## src/rtl/switch_alloc_rr.sv

```systemverilog
// switch_alloc_rr
//   Switch allocator plus crossbar for a NoC router. Every output arbitrates
//   among the inputs that request it. The arbitration is round-robin, and
//   wormhole locking keeps a packet's flits together at an output. The
//   winning flit is written into a registered output stage that honours
//   downstream backpressure.
//
// Ports
//   clk        clock
//   rst        asynchronous reset, active high
//   in_req     one-hot output request per input, slice [i*NPORTS +: NPORTS]
//   in_data    flit per input, slice [i*DATASIZE +: DATASIZE]; [1:0] = type
//   in_ready   input i consumed this cycle (or it had no request)
//   out_full   downstream of output o cannot accept
//   out_valid  output register o holds a valid flit
//   out_data   output register contents, slice [o*DATASIZE +: DATASIZE]
//   grant      combinational grant, slice [o*NPORTS +: NPORTS] one-hot over inputs
module switch_alloc_rr #(
  parameter int NPORTS   = 5,
  parameter int DATASIZE = 40,
  parameter int PTRW     = $clog2(NPORTS)
) (
  input  logic                         clk,
  input  logic                         rst,
  input  logic [NPORTS*NPORTS-1:0]     in_req,
  input  logic [NPORTS*DATASIZE-1:0]   in_data,
  output logic [NPORTS-1:0]            in_ready,
  input  logic [NPORTS-1:0]            out_full,
  output logic [NPORTS-1:0]            out_valid,
  output logic [NPORTS*DATASIZE-1:0]   out_data,
  output logic [NPORTS*NPORTS-1:0]     grant
);

  localparam logic [PTRW:0] NPORTS_W  = (PTRW+1)'(NPORTS);
  localparam logic [1:0]    FT_SINGLE = 2'b00;
  localparam logic [1:0]    FT_HEAD   = 2'b01;
  localparam logic [1:0]    FT_TAIL   = 2'b11;

  logic [PTRW-1:0]     ptr      [NPORTS];
  logic [NPORTS-1:0]   lock_v;
  logic [PTRW-1:0]     lock_own [NPORTS];

  logic [NPORTS-1:0]   elig     [NPORTS];   // elig[o][i]
  logic [NPORTS-1:0]   gnt_v;
  logic [PTRW-1:0]     gnt_idx  [NPORTS];
  logic [PTRW-1:0]     ptr_nxt  [NPORTS];
  logic [DATASIZE-1:0] win_flit [NPORTS];
  logic [NPORTS-1:0]   xfer;
  logic [PTRW:0]       cand;
  logic [PTRW:0]       inc;

  // Per-output arbitration. The candidate index is ptr+k, and it wraps
  // once past NPORTS, so the search is a rotation that starts at ptr.
  always_comb begin
    cand  = '0;
    inc   = '0;
    grant = '0;
    gnt_v = '0;
    for (int o = 0; o < NPORTS; o++) begin
      elig[o]     = '0;
      gnt_idx[o]  = '0;
      ptr_nxt[o]  = '0;
      win_flit[o] = '0;
    end
    for (int o = 0; o < NPORTS; o++) begin
      for (int i = 0; i < NPORTS; i++) begin
        // While output o is locked, only the lock owner may compete for it.
        elig[o][i] = in_req[i*NPORTS + o] & (~lock_v[o] | (lock_own[o] == PTRW'(i)));
      end
      for (int k = 0; k < NPORTS; k++) begin
        cand = {1'b0, ptr[o]} + (PTRW+1)'(k);
        if (cand >= NPORTS_W) cand = cand - NPORTS_W;
        if (!gnt_v[o] && elig[o][cand[PTRW-1:0]]) begin
          gnt_v[o]   = 1'b1;
          gnt_idx[o] = cand[PTRW-1:0];
        end
      end
      grant[o*NPORTS + int'(gnt_idx[o])] = gnt_v[o];
      win_flit[o] = in_data[int'(gnt_idx[o])*DATASIZE +: DATASIZE];
      inc         = {1'b0, gnt_idx[o]} + (PTRW+1)'(1);
      ptr_nxt[o]  = (inc == NPORTS_W) ? '0 : inc[PTRW-1:0];
    end
  end

  assign xfer = gnt_v & ~out_full;

  // An input asks for at most one output, so it is consumed when that
  // output transfers with this input as the winner.
  always_comb begin
    in_ready = '0;
    for (int i = 0; i < NPORTS; i++) begin
      in_ready[i] = ~(|in_req[i*NPORTS +: NPORTS]);
      for (int o = 0; o < NPORTS; o++) begin
        if (xfer[o] && (gnt_idx[o] == PTRW'(i))) in_ready[i] = 1'b1;
      end
    end
  end

  always_ff @(posedge clk or posedge rst) begin
    if (rst) begin
      out_valid <= '0;
      out_data  <= '0;
      lock_v    <= '0;
      for (int o = 0; o < NPORTS; o++) begin
        ptr[o]      <= '0;
        lock_own[o] <= '0;
      end
    end else begin
      for (int o = 0; o < NPORTS; o++) begin
        if (!out_full[o]) begin
          out_valid[o]                      <= gnt_v[o];
          out_data[o*DATASIZE +: DATASIZE]  <= gnt_v[o] ? win_flit[o] : '0;
          if (gnt_v[o]) begin
            case (win_flit[o][1:0])
              FT_SINGLE: ptr[o] <= ptr_nxt[o];
              FT_HEAD: begin
                lock_v[o]   <= 1'b1;
                lock_own[o] <= gnt_idx[o];
              end
              FT_TAIL: begin
                ptr[o] <= ptr_nxt[o];
                if (lock_v[o] && (lock_own[o] == gnt_idx[o])) lock_v[o] <= 1'b0;
              end
              default: ;  // body: the pointer and the lock are unchanged
            endcase
          end
        end
      end
    end
  end

endmodule
```

## config.mk

```make
export PLATFORM = sky130hd
export DESIGN_NAME = switch_alloc_rr
export DESIGN_NICKNAME = d
export VERILOG_FILES = /design/src/rtl/switch_alloc_rr.sv
export SDC_FILE = /design/constraint.sdc
export NUM_CORES = 1
export LEC_CHECK = 0
export ABC_CLOCK_PERIOD_IN_PS = 7900
export BUFFER_PORTS_ARGS = -buffer_cell sky130_fd_sc_hd__buf_2
export CAP_MARGIN = 20
export CORE_MARGIN = 4
export CORE_UTILIZATION = 30
export DETAILED_ROUTE_END_ITERATION = 6
export SKIP_LAST_GASP = 1
export SLEW_MARGIN = 5
export SYNTH_ARGS = -nofsm -noshare
export SYNTH_HDL_FRONTEND = slang
export SYNTH_SLANG_ARGS = --single-unit
```

## constraint.sdc

```tcl
create_clock -name clk -period 7.9 [get_ports clk]
set_input_delay 0.79 -clock clk [delete_from_list [all_inputs] [get_ports clk]]
set_output_delay 0.79 -clock clk [all_outputs]
set_load 0.01 [all_outputs]
```

# Word level (Yosys, flattened, before mapping)
# Cells that the tools add are included.
dict set report op_classes {
  order_cmp 60
  reduce_logical 120
  multipliers 5
  n_addsub 54
  n_eq_ne 65
  shifts 5
  bitwise_logic 68
  muxes 184
}
# operator count
set op_table {}
lappend op_table {{200-bit by 10-bit indexed part select with 40-bit output} 5}
lappend op_table {{40-bit 2-to-1 mux} 5}
lappend op_table {{3-bit 2-to-1 mux} 55}
lappend op_table {{25-bit bitwise mux} 4}
lappend op_table {{3-bit by 4-bit less-than comparator with 1-bit output (second input constant)} 25}
lappend op_table {{1-bit 2-to-1 mux} 85}
lappend op_table {{4-bit by 3-bit greater-or-equal comparator with 1-bit output (second input constant)} 20}
lappend op_table {{1-bit binary-select mux with 3-bit select} 25}
lappend op_table {{3-bit subtractor (second input constant)} 25}
lappend op_table {{3-bit by 2-bit equality test with 1-bit output (second input constant)} 20}
lappend op_table {{1-bit logical AND} 55}
lappend op_table {{3-bit by 1-bit adder with 4-bit output (second input constant)} 10}
lappend op_table {{3-bit by 2-bit adder with 4-bit output (second input constant)} 10}
lappend op_table {{3-bit by 1-bit equality test with 1-bit output (second input constant)} 10}
lappend op_table {{3-bit equality test (second input constant)} 10}
lappend op_table {{3-bit zero test} 10}
lappend op_table {{3-bit by 3-bit multiplier with 6-bit output (second input constant)} 5}
lappend op_table {{3-bit AND reduction} 10}
lappend op_table {{1-bit bitwise AND} 25}
lappend op_table {{25-bit by 8-bit bitwise AND with 25-bit output} 1}
lappend op_table {{1-bit bitwise OR} 25}
lappend op_table {{5-bit OR reduction} 5}
lappend op_table {{3-bit by 3-bit adder with 4-bit output (second input constant)} 5}
lappend op_table {{1-bit demux with 5-bit select} 4}
lappend op_table {{other kinds (27)} 107}
dict set report word_totals {
  in_bits 232
  reg_bits 240
  out_inout_bits 235
  elab_cells 586
}

# Longest topological paths before layout
# Gate-level depths: netlist of run 1.
dict set report logic_depth {
  depth_word 27
  mapped_depth 23
  depth_no_buf 19
}

# Worst setup path after synthesis of run 1
# No wires, ideal clock.
dict set report synth_timing {
  path_kind {flip-flop to output port}
  startpoint {register ptr[6] (netlist bit)}
  endpoint {output port grant[20]}
  arrival_time_ps 4974
  path_stages_with_launch 21
  required_time_ps 7110
  setup_slack_ps 2136
  n_path_buf 7
  path_cell_list {dfrtp_1 clkbuf_1 clkbuf_1 inv_1 clkbuf_1 ha_1 ha_1 clkbuf_1 a21oi_1 mux4_2 o22a_1 nand4_1 or4b_1 a31oi_2 buf_4 buf_2 ha_1 and2_1 buf_1 a32o_1 a2bb2oi_1}
}
# element line_no
set synth_lines {}
lappend synth_lines {{start: declaration} 39} ;# logic [PTRW-1:0] ptr [NPORTS];
lappend synth_lines {{start signal: indexed assignment} 115} ;# FT_SINGLE: ptr[o] <= ptr_nxt[o];
lappend synth_lines {{start signal: indexed assignment} 121} ;# ptr[o] <= ptr_nxt[o];
lappend synth_lines {{end: declaration} 31} ;# output logic [NPORTS*NPORTS-1:0] grant

# Worst setup path in the final report of run 1
dict set report layout_timing {
  startpoint {register ptr[12] (netlist bit)}
  endpoint {output port in_ready[2]}
}
dict set report layout_via {
  elab_chain_cells 24
  elab_cells_between_ends 55
  classes_between {add/sub: 9; order compare: 5; eq/ne: 1; mux: 30; bitwise: 1; reduce/logical: 9}
}
# element line_no
set layout_rtl {}
lappend layout_rtl {{branches (longest 18 deep; another with 3-bit by 1-bit adder with 4-bit output)} -}
lappend layout_rtl {{1-bit logical AND *} 94} ;# if (xfer[o] && (gnt_idx[o] == PTRW'(i))) in_ready[i] = 1'b1;
lappend layout_rtl {{1-bit 2-to-1 mux * (5 in a row)} 94}
lappend layout_rtl {{end: declaration} 27} ;# output logic [NPORTS-1:0] in_ready,
# Mark *: on every way between the ends. The select of a mux whose other input is x is not followed.

==> impl_metrics.csv, run 1 <==
group,metric,value,unit
synthesis,synth.distinct_cells,112,
worst_setup_path,required,7.11,ns
job,cap_violations,0,
clock_tree,clock-sinks,240,
final_layout,final_area,0.0288,sq mm
worst_setup_path,path_delay_family,"compound AO/OA/AOI/OAI gates",
placement,dp_cells,4343,
placement,placed_cell_area,0.0276,sq mm
synthesis,yosysSeqAreaShare,24.6,%
synthesis,synth_compound_area_share,30.3,%
grt,grt_first_pass_wirelength,177000,um
synthesis,ys_seq_elements,240,
clock_tree,cts_setup_buffers,0,
clock_tree,htreeDepth,2,
routing,drtIter0Drc,3124,
die,die_height,294,um
final_layout,fill_cells,8490,
synthesis,synth_fa_ha_area_share,4.50,%
synthesis,async_reset_ff_share,100,%
worst_setup_path,crit_top_cell,"ha_1",
synthesis,syn_nets,3331,
die,rows,104,
routing,drc_errors,0,
synthesis,synth_top_family_by_area,"compound AO/OA/AOI/OAI gates",
worst_setup_path,critPathKind,"reg -> out",
placement,detailed_place_hpwl,84100,um
grt,grt_max_degree,135,
synthesis,yosys.area_share.simple,19.1,%
routing,postRouteAntennaNets,0,
die,dieArea,0.0861,sq mm
timing,finClkSkew,0.0283,ns
worst_setup_path,cp_num_buf_inv,3,
worst_setup_path,worstPathCellList,"clkinv_1 -> ha_1 -> ha_1 -> o21ai_1 -> xnor2_1 -> mux4_2 -> a21oi_1 -> nand3b_2 -> buf_4 -> a21boi_1 -> or2_2 -> nand3_2 -> o211ai_1 -> buf_2",
timing,slew_violations,0,
synthesis,ys_warn_count,0,
final_layout,regArea,0.00601,sq mm
synthesis,synth_xor_xnor_area_share,1.22,%
worst_setup_path,critPathLaunchType,"flop",
final_layout,fin_cells,4412,
worst_hold_path,worstHoldPathType,"in -> async",
clock_tree,cts_resized,0,
synthesis,synth-main-ff-cell,"dfrtp_1",
synthesis,muxShareOfSynthArea,13.4,%
timing,rsz0062_at_grt,"no",
timing,post-route-period-util,88.1,%
clock_tree,cts_buffers,36,
clock_tree,clock-root-buffer,"clkbuf_16",
routing,routed_wirelength,122000,um
placement,gp_congestion,0.949,
worst_setup_path,arrival,6.17,ns
timing,tightestPinTransition,1.07,ns
timing,max_slew_margin,28.8,%
synthesis,synth_edf_count,0,
worst_setup_path,cp-end-kind,"output port",
grt,antenna_found_initial,27,
worst_setup_path,path_max_fanout,19,
die,io-pin-count,467,
clock_tree,holdBufCountCts,0,
clock_tree,cts_tree,"built",
worst_setup_path,cpMaxStageDelayCell,"or2_2",
die,die_w,294,um
timing,setup_viol,0,
grt,grt_pass1_vias,26400,
final_layout,multi_input_area,0.0169,sq mm
grt,grt_overflow,0,
clock_tree,clk_latency,0.56,ns
timing,hold_violations,0,
timing,finalSetupTns,0,ns
run_status,status,"finished, final reports clean",
final_layout,fin_nets,3638,
synthesis,synth.cell_area,0.0245,sq mm
clock_tree,clkTransAtPathRegs,0.06,ns
synthesis,synth_cells,3014,
placement,port_buffers,466,
final_layout,area.growth.synth_to_final,17.6,%
grt,grt_use_total,27.0,%
worst_setup_path,cpPeakStageDelay,0.76,ns
die,coreArea,0.0807,sq mm
timing,clock.fmax,144,MHz
die,start_util,30.3,%
timing,finalCriticalPeriod,6.96,ns
routing,drt_first_pass_iters,6,
routing,viasPerCell,6.23,
clock_tree,clockBufferDepth,3,
final_layout,drive_above_1_share,21.1,%
synthesis,syn-mean-instance-area,8.11,sq um
routing,vias,27500,
routing,wire_per_inst,27.7,um
-- cell usage after synthesis (9+ instances only) --
| library cell | number | area, sq um |
|---|---|---|
| a211o_1 | 9 | 78.8 |
| a211oi_1 | 23 | 173 |
| a21o_1 | 18 | 135 |
| a21oi_1 | 181 | 906 |
| a221o_1 | 25 | 250 |
| a221oi_1 | 21 | 184 |
| a22oi_1 | 122 | 916 |
| a31oi_1 | 54 | 338 |
| a32o_1 | 46 | 460 |
| and2_1 | 18 | 113 |
| and3_1 | 22 | 138 |
| and3b_1 | 10 | 87.6 |
| and4_1 | 21 | 184 |
| buf_1 | 11 | 41.3 |
| buf_2 | 77 | 385 |
| buf_4 | 12 | 90.1 |
| clkbuf_1 | 149 | 559 |
| dfrtp_1 | 240 | 6010 |
| ha_1 | 80 | 1000 |
| inv_1 | 139 | 522 |
| mux2_2 | 49 | 552 |
| mux2i_1 | 262 | 2620 |
| nand2_1 | 285 | 1070 |
| nand2b_1 | 30 | 188 |
| nand3_1 | 75 | 375 |
| nand4_1 | 43 | 269 |
| nor2_1 | 137 | 514 |
| nor2b_1 | 58 | 363 |
| nor3_1 | 76 | 380 |
| nor3b_1 | 20 | 150 |
| nor4_1 | 15 | 93.8 |
| nor4b_1 | 12 | 105 |
| o2111ai_1 | 10 | 87.6 |
| o211ai_1 | 77 | 578 |
| o21a_1 | 17 | 128 |
| o21ai_0 | 157 | 786 |
| o21ai_1 | 33 | 165 |
| o221ai_1 | 46 | 403 |
| o22ai_1 | 9 | 56.3 |
| o2bb2ai_1 | 43 | 377 |
| o31ai_1 | 30 | 225 |
| or2_2 | 9 | 56.3 |
| or3_1 | 16 | 100 |
| or4_1 | 14 | 105 |
| xnor2_1 | 29 | 254 |
-- final timing paths --
kind	from	endpoint	slack (ns)	depth (start not counted)
setup / recovery	ptr[12]$_DFFE_PP0P_	in_ready[2]	0.94	14
hold / removal	rst	out_data[11]$_DFFE_PP0N_	0.35	2
setup reg to reg	ptr[12]$_DFFE_PP0P_	out_data[4]$_DFFE_PP0N_	1.50	13
hold reg to reg	out_data[48]$_DFFE_PP0N_	out_data[48]$_DFFE_PP0N_	0.48	2
max in group asynchronous	rst	out_data[34]$_DFFE_PP0N_	6.08	3
min in group clk	out_data[48]$_DFFE_PP0N_	out_data[48]$_DFFE_PP0N_	0.48	2
-- state kept, by name, summed over array words and instances, names as in the netlist --
signal and cells:
lock_v 5, out_data 200, out_valid 5, ptr 15
lock_own 15
-- placed cells by master, fill, tap and decap left out, types with 49 or more instances in the layout --
master / n
buf_2: 465
inv_1: 136
ha_1: 80
nor3_1: 76
o21ai_0: 157
nand2_1: 282
buf_4: 58
mux2i_1: 262
o211ai_1: 77
mux2_2: 49
nor2b_1: 58
a22oi_1: 122
nor2_1: 133
a31oi_1: 54
dfrtp_1: 240
a21oi_1: 180
nand3_1: 74
-- worst reg2reg max path: cells and delay by family, from the launching register on --
kind	cells	cell delay (ns)
xor+xnor	1	0.31
compound gates	4	1.60
fa+ha+maj	2	0.57
buf+inv	2	0.71
flops	1	0.68
simple gates	3	1.83
mux	1	0.59
-- cell type report --
cell class | count | area share, %
sequential | 240 | 20.9
clock buffer | 48 | 3.50
timing repair buffer | 524 | 9.68
tap | 1060 | 4.61
multi-input combinational | 2373 | 58.9
clock inverter | 8 | 0.365
antenna | 13 | 0.113
inverter | 146 | 1.94
-- layer usage --
layer  GRT usage (%)  vias up  wire length, um
li1                -    12100                -
met1            34.9    13300            48400
met2            43.0     1746            54500
met3            7.20      311            14000
met4            10.6       14             5080
met5               0        -               92
-- per-stage QoR --
step	hold WS, ns	util, %	setup WS, ns
floorplan	0.519	-	0.522
global placement	0.468	34.2	1.72
detailed placement	0.471	34.2	1.55
CTS	0.407	35.6	0.968
global route	0.428	35.6	0.586
finish	0.351	35.6	0.944
-- logic make-up after synthesis --
| logic type | after synthesis |
|---|---|
| compound gates | 1040 |
| xor+xnor | 34 |
| fa+ha+maj | 85 |
| buf+inv | 401 |
| flops | 240 |
| mux | 316 |
| simple gates | 898 |
Power of run 1 is left out: the tool's default activity adds up to more than one toggle a clock period on the data nets, which glitch-free logic cannot reach.
==> inputs of run 2 (changes only) <==
--- a/config.mk
+++ b/config.mk
@@ -5,12 +5,14 @@
 export SDC_FILE = /design/constraint.sdc
 export NUM_CORES = 1
 export LEC_CHECK = 0
-export ABC_CLOCK_PERIOD_IN_PS = 7900
+export ABC_CLOCK_PERIOD_IN_PS = 7680
 export BUFFER_PORTS_ARGS = -buffer_cell sky130_fd_sc_hd__buf_2
 export CAP_MARGIN = 20
 export CORE_MARGIN = 4
 export CORE_UTILIZATION = 30
+export CTS_BUF_LIST = sky130_fd_sc_hd__clkbuf_2
 export DETAILED_ROUTE_END_ITERATION = 6
+export PLACE_DENSITY = 0.55
 export SKIP_LAST_GASP = 1
 export SLEW_MARGIN = 5
 export SYNTH_ARGS = -nofsm -noshare
==> constraint.sdc (replaced) <==
create_clock -name clk -period 7.68 [get_ports clk]
set_input_delay 0.768 -clock clk [delete_from_list [all_inputs] [get_ports clk]]
set_output_delay 0.768 -clock clk [all_outputs]
set_load 0.01 [all_outputs]
==> run 2 against run 1 <==
Against the previous run: register-to-register slack got worse by 0.33 ns; the run now ends with design-rule violations left; via count grew 4.3%; design area rose by 6.2%; first-iteration DRC count down 11%; die area stayed put; non-clock buffer count increased by 221; wire length increased by 2.3%; sequential share of layout area fell by 1.2 points; clock-buffer cell count increased by 64; critical path depth increased by 1.
==> impl_metrics.csv, run 2 (synthesized netlist as in run 1, its figures left out) <==
group,metric,value,unit
run_status,status,"finished, violations left",
run_status,failed_checks,"design-rule violations",
timing,setup_viol,0,
routing,postRouteAntennaNets,0,
worst_setup_path,r2r_setup_slack,1.17,ns
placement,port_buffers,466,
worst_setup_path,reg2reg_to,"out_data[100]$_DFFE_PP0N_",
routing,routed_wirelength,125000,um
routing,wire_per_inst,26.6,um
final_layout,regArea,0.00601,sq mm
timing,fin_ws,0.406,ns
clock_tree,clkTransAtPathRegs,0.10,ns
worst_setup_path,cpMaxStageDelayCell,"o31ai_1",
worst_hold_path,hold_end,"out_data[18]$_DFFE_PP0N_",
final_layout,fin_nets,3903,
die,dieArea,0.0861,sq mm
worst_setup_path,critPathLaunchType,"flop",
clock_tree,cts_tree,"built",
placement,gp_congestion,0.958,
grt,grt_pass1_vias,28000,
worst_setup_path,critPathKind,"reg -> out",
final_layout,final_common_cell,"buf_2",
clock_tree,cts_setup_buffers,0,
worst_setup_path,cpPeakStageDelay,0.80,ns
clock_tree,htreeDepth,3,
die,io-pin-count,467,
final_layout,area.growth.synth_to_final,24.8,%
worst_setup_path,worstPathCellList,"inv_1 -> ha_1 -> nor2b_1 -> a41oi_1 -> a211oi_1 -> o31ai_1 -> a41oi_1 -> o21a_1 -> o32a_2 -> inv_2 -> buf_4 -> ha_1 -> a32o_1 -> a2bb2oi_1 -> buf_2",
final_layout,top_regs,"out_data x200, lock_own x15, ptr x15",
routing,drtIter0Drc,2795,
clock_tree,clock-sinks,240,
timing,slew_violations,0,
placement,dp_slack,1.50,ns
final_layout,multi_input_area,0.0170,sq mm
worst_setup_path,r2r_start,"ptr[7]$_DFFE_PP0P_",
worst_setup_path,cp-end-kind,"output port",
final_layout,layout_common_cells,"buf_2 (465), nand2_1 (282), mux2i_1 (261)",
worst_setup_path,reg2regPathDepth,14,
clock_tree,clock-root-buffer,"clkbuf_2",
worst_setup_path,path_delay_family,"compound AO/OA/AOI/OAI gates",
timing,finalCriticalPeriod,7.27,ns
timing,clock.fmax,137,MHz
final_layout,largest_reg_flops,200,
timing,rsz0062_at_grt,"yes",
grt,antenna_found_initial,11,
final_layout,fill_cells,8443,
worst_setup_path,required,6.91,ns
worst_setup_path,path_max_fanout,39,
timing,max_slew_margin,26.1,%
die,die_height,294,um
timing,tightestPinTransition,1.11,ns
worst_setup_path,arrival,6.51,ns
worst_hold_path,hp-start,"in_data[98]",
grt,grt_overflow,0,
routing,drc_errors,1,
routing,viasPerCell,6.09,
die,rows,104,
routing,vias,28700,
die,coreArea,0.0807,sq mm
grt,grt_max_degree,145,
placement,detailed_place_hpwl,81700,um
clock_tree,cts_buffers,80,
final_layout,drive_above_1_share,21.4,%
worst_hold_path,worstHoldPathType,"in -> reg",
routing,drt_first_pass_iters,7,
timing,hold_violations,0,
grt,grt_first_pass_wirelength,182000,um
worst_hold_path,hold_depth,3,
die,die_w,294,um
grt,grt_use_total,27.6,%
die,start_util,30.3,%
timing,post-route-period-util,94.7,%
final_layout,largest-register,"out_data",
job,cap_violations,0,
clock_tree,clk_latency,1.12,ns
worst_setup_path,cp_num_buf_inv,4,
clock_tree,clockBufferDepth,3,
timing,finClkSkew,0.114,ns
## run 2: cell count changes in the layout (fill, tap and decap cells not counted), moves of 6 or more
| cell | delta |
|---|---|
| clkbuf_2 | +112 |
| clkinv_1 | +15 |
| clkbuf_1 | -6 |
| dlygate4sd3_1 | +221 |
| clkbuf_8 | -6 |
| clkbuf_16 | -36 |
## run 2: how the worst max path moves through the flow
stage	slack, ns	from	depth (start not counted)	end
after floorplan	0.32	rst	1	lock_own[0]$_DFFE_PP0P_
after global placement	1.54	ptr[4]$_DFFE_PP0P_	15	grant[10]
after detailed placement	1.50	ptr[4]$_DFFE_PP0P_	16	grant[11]
after CTS	0.18	ptr[4]$_DFFE_PP0P_	16	grant[11]
after global routing	-0.002	ptr[4]$_DFFE_PP0P_	17	grant[22]
final	0.41	ptr[1]$_DFFE_PP0P_	15	grant[21]
## run 2: worst reg2reg max path: stages, from the launching register on
cell           delay, ns
dfrtp_1             0.63
clkinv_1            0.39
ha_1                0.70
inv_1               0.25
o311a_1             0.21
o41a_1              0.43
nand2_1             0.10
nand4_1             0.20
or4b_1              0.63
a31oi_4             0.24
buf_4               0.62
buf_4               0.83
mux2i_1             0.41
o221ai_1            0.14
dlygate4sd3_1       0.61
## run 2: final cells by class
cell class / count / share of cell area (%)
Antenna cell: 9 / 0.0738
Multi-Input combinational cell: 2373 / 55.5
Timing Repair Buffer: 745 / 16.4
Tap cell: 1060 / 4.34
Sequential cell: 240 / 19.7
Clock buffer: 112 / 1.84
Clock inverter: 21 / 0.352
Inverter: 146 / 1.83
## run 2: routing by layer
layer / vias to the layer above / GRT usage [%] / wire [um]
li1: 12700 / - / -
met1: 13900 / 35.2 / 50500
met2: 1701 / 44.0 / 56000
met3: 404 / 6.57 / 12100
met4: 8 / 13.2 / 6310
met5: - / 0 / 49
## run 2: per-stage QoR
step                      cell area, sq um  hold slack [ns]  instances  utilization [%]  setup TNS, ns
after floorplan                      24500            0.519       3014                -              0
after global placement               27600            0.468       4343             34.2              0
after detailed placement             27600            0.472       4343             34.2              0
after CTS                            30500         0.000121       4697             37.8              0
after global routing                 30500           0.0730       4700             37.8       -0.00223
final                                30500            0.151       4706             37.8              0
## run 2: repair_timing
action / in CTS / in global routing
endpoints found under the hold margin: 247 / 0
hold buffers: 221 / 0
resized for setup: 0 / 4
setup endpoints to repair: 0 / 5
Power of run 2 is left out for the same reason.
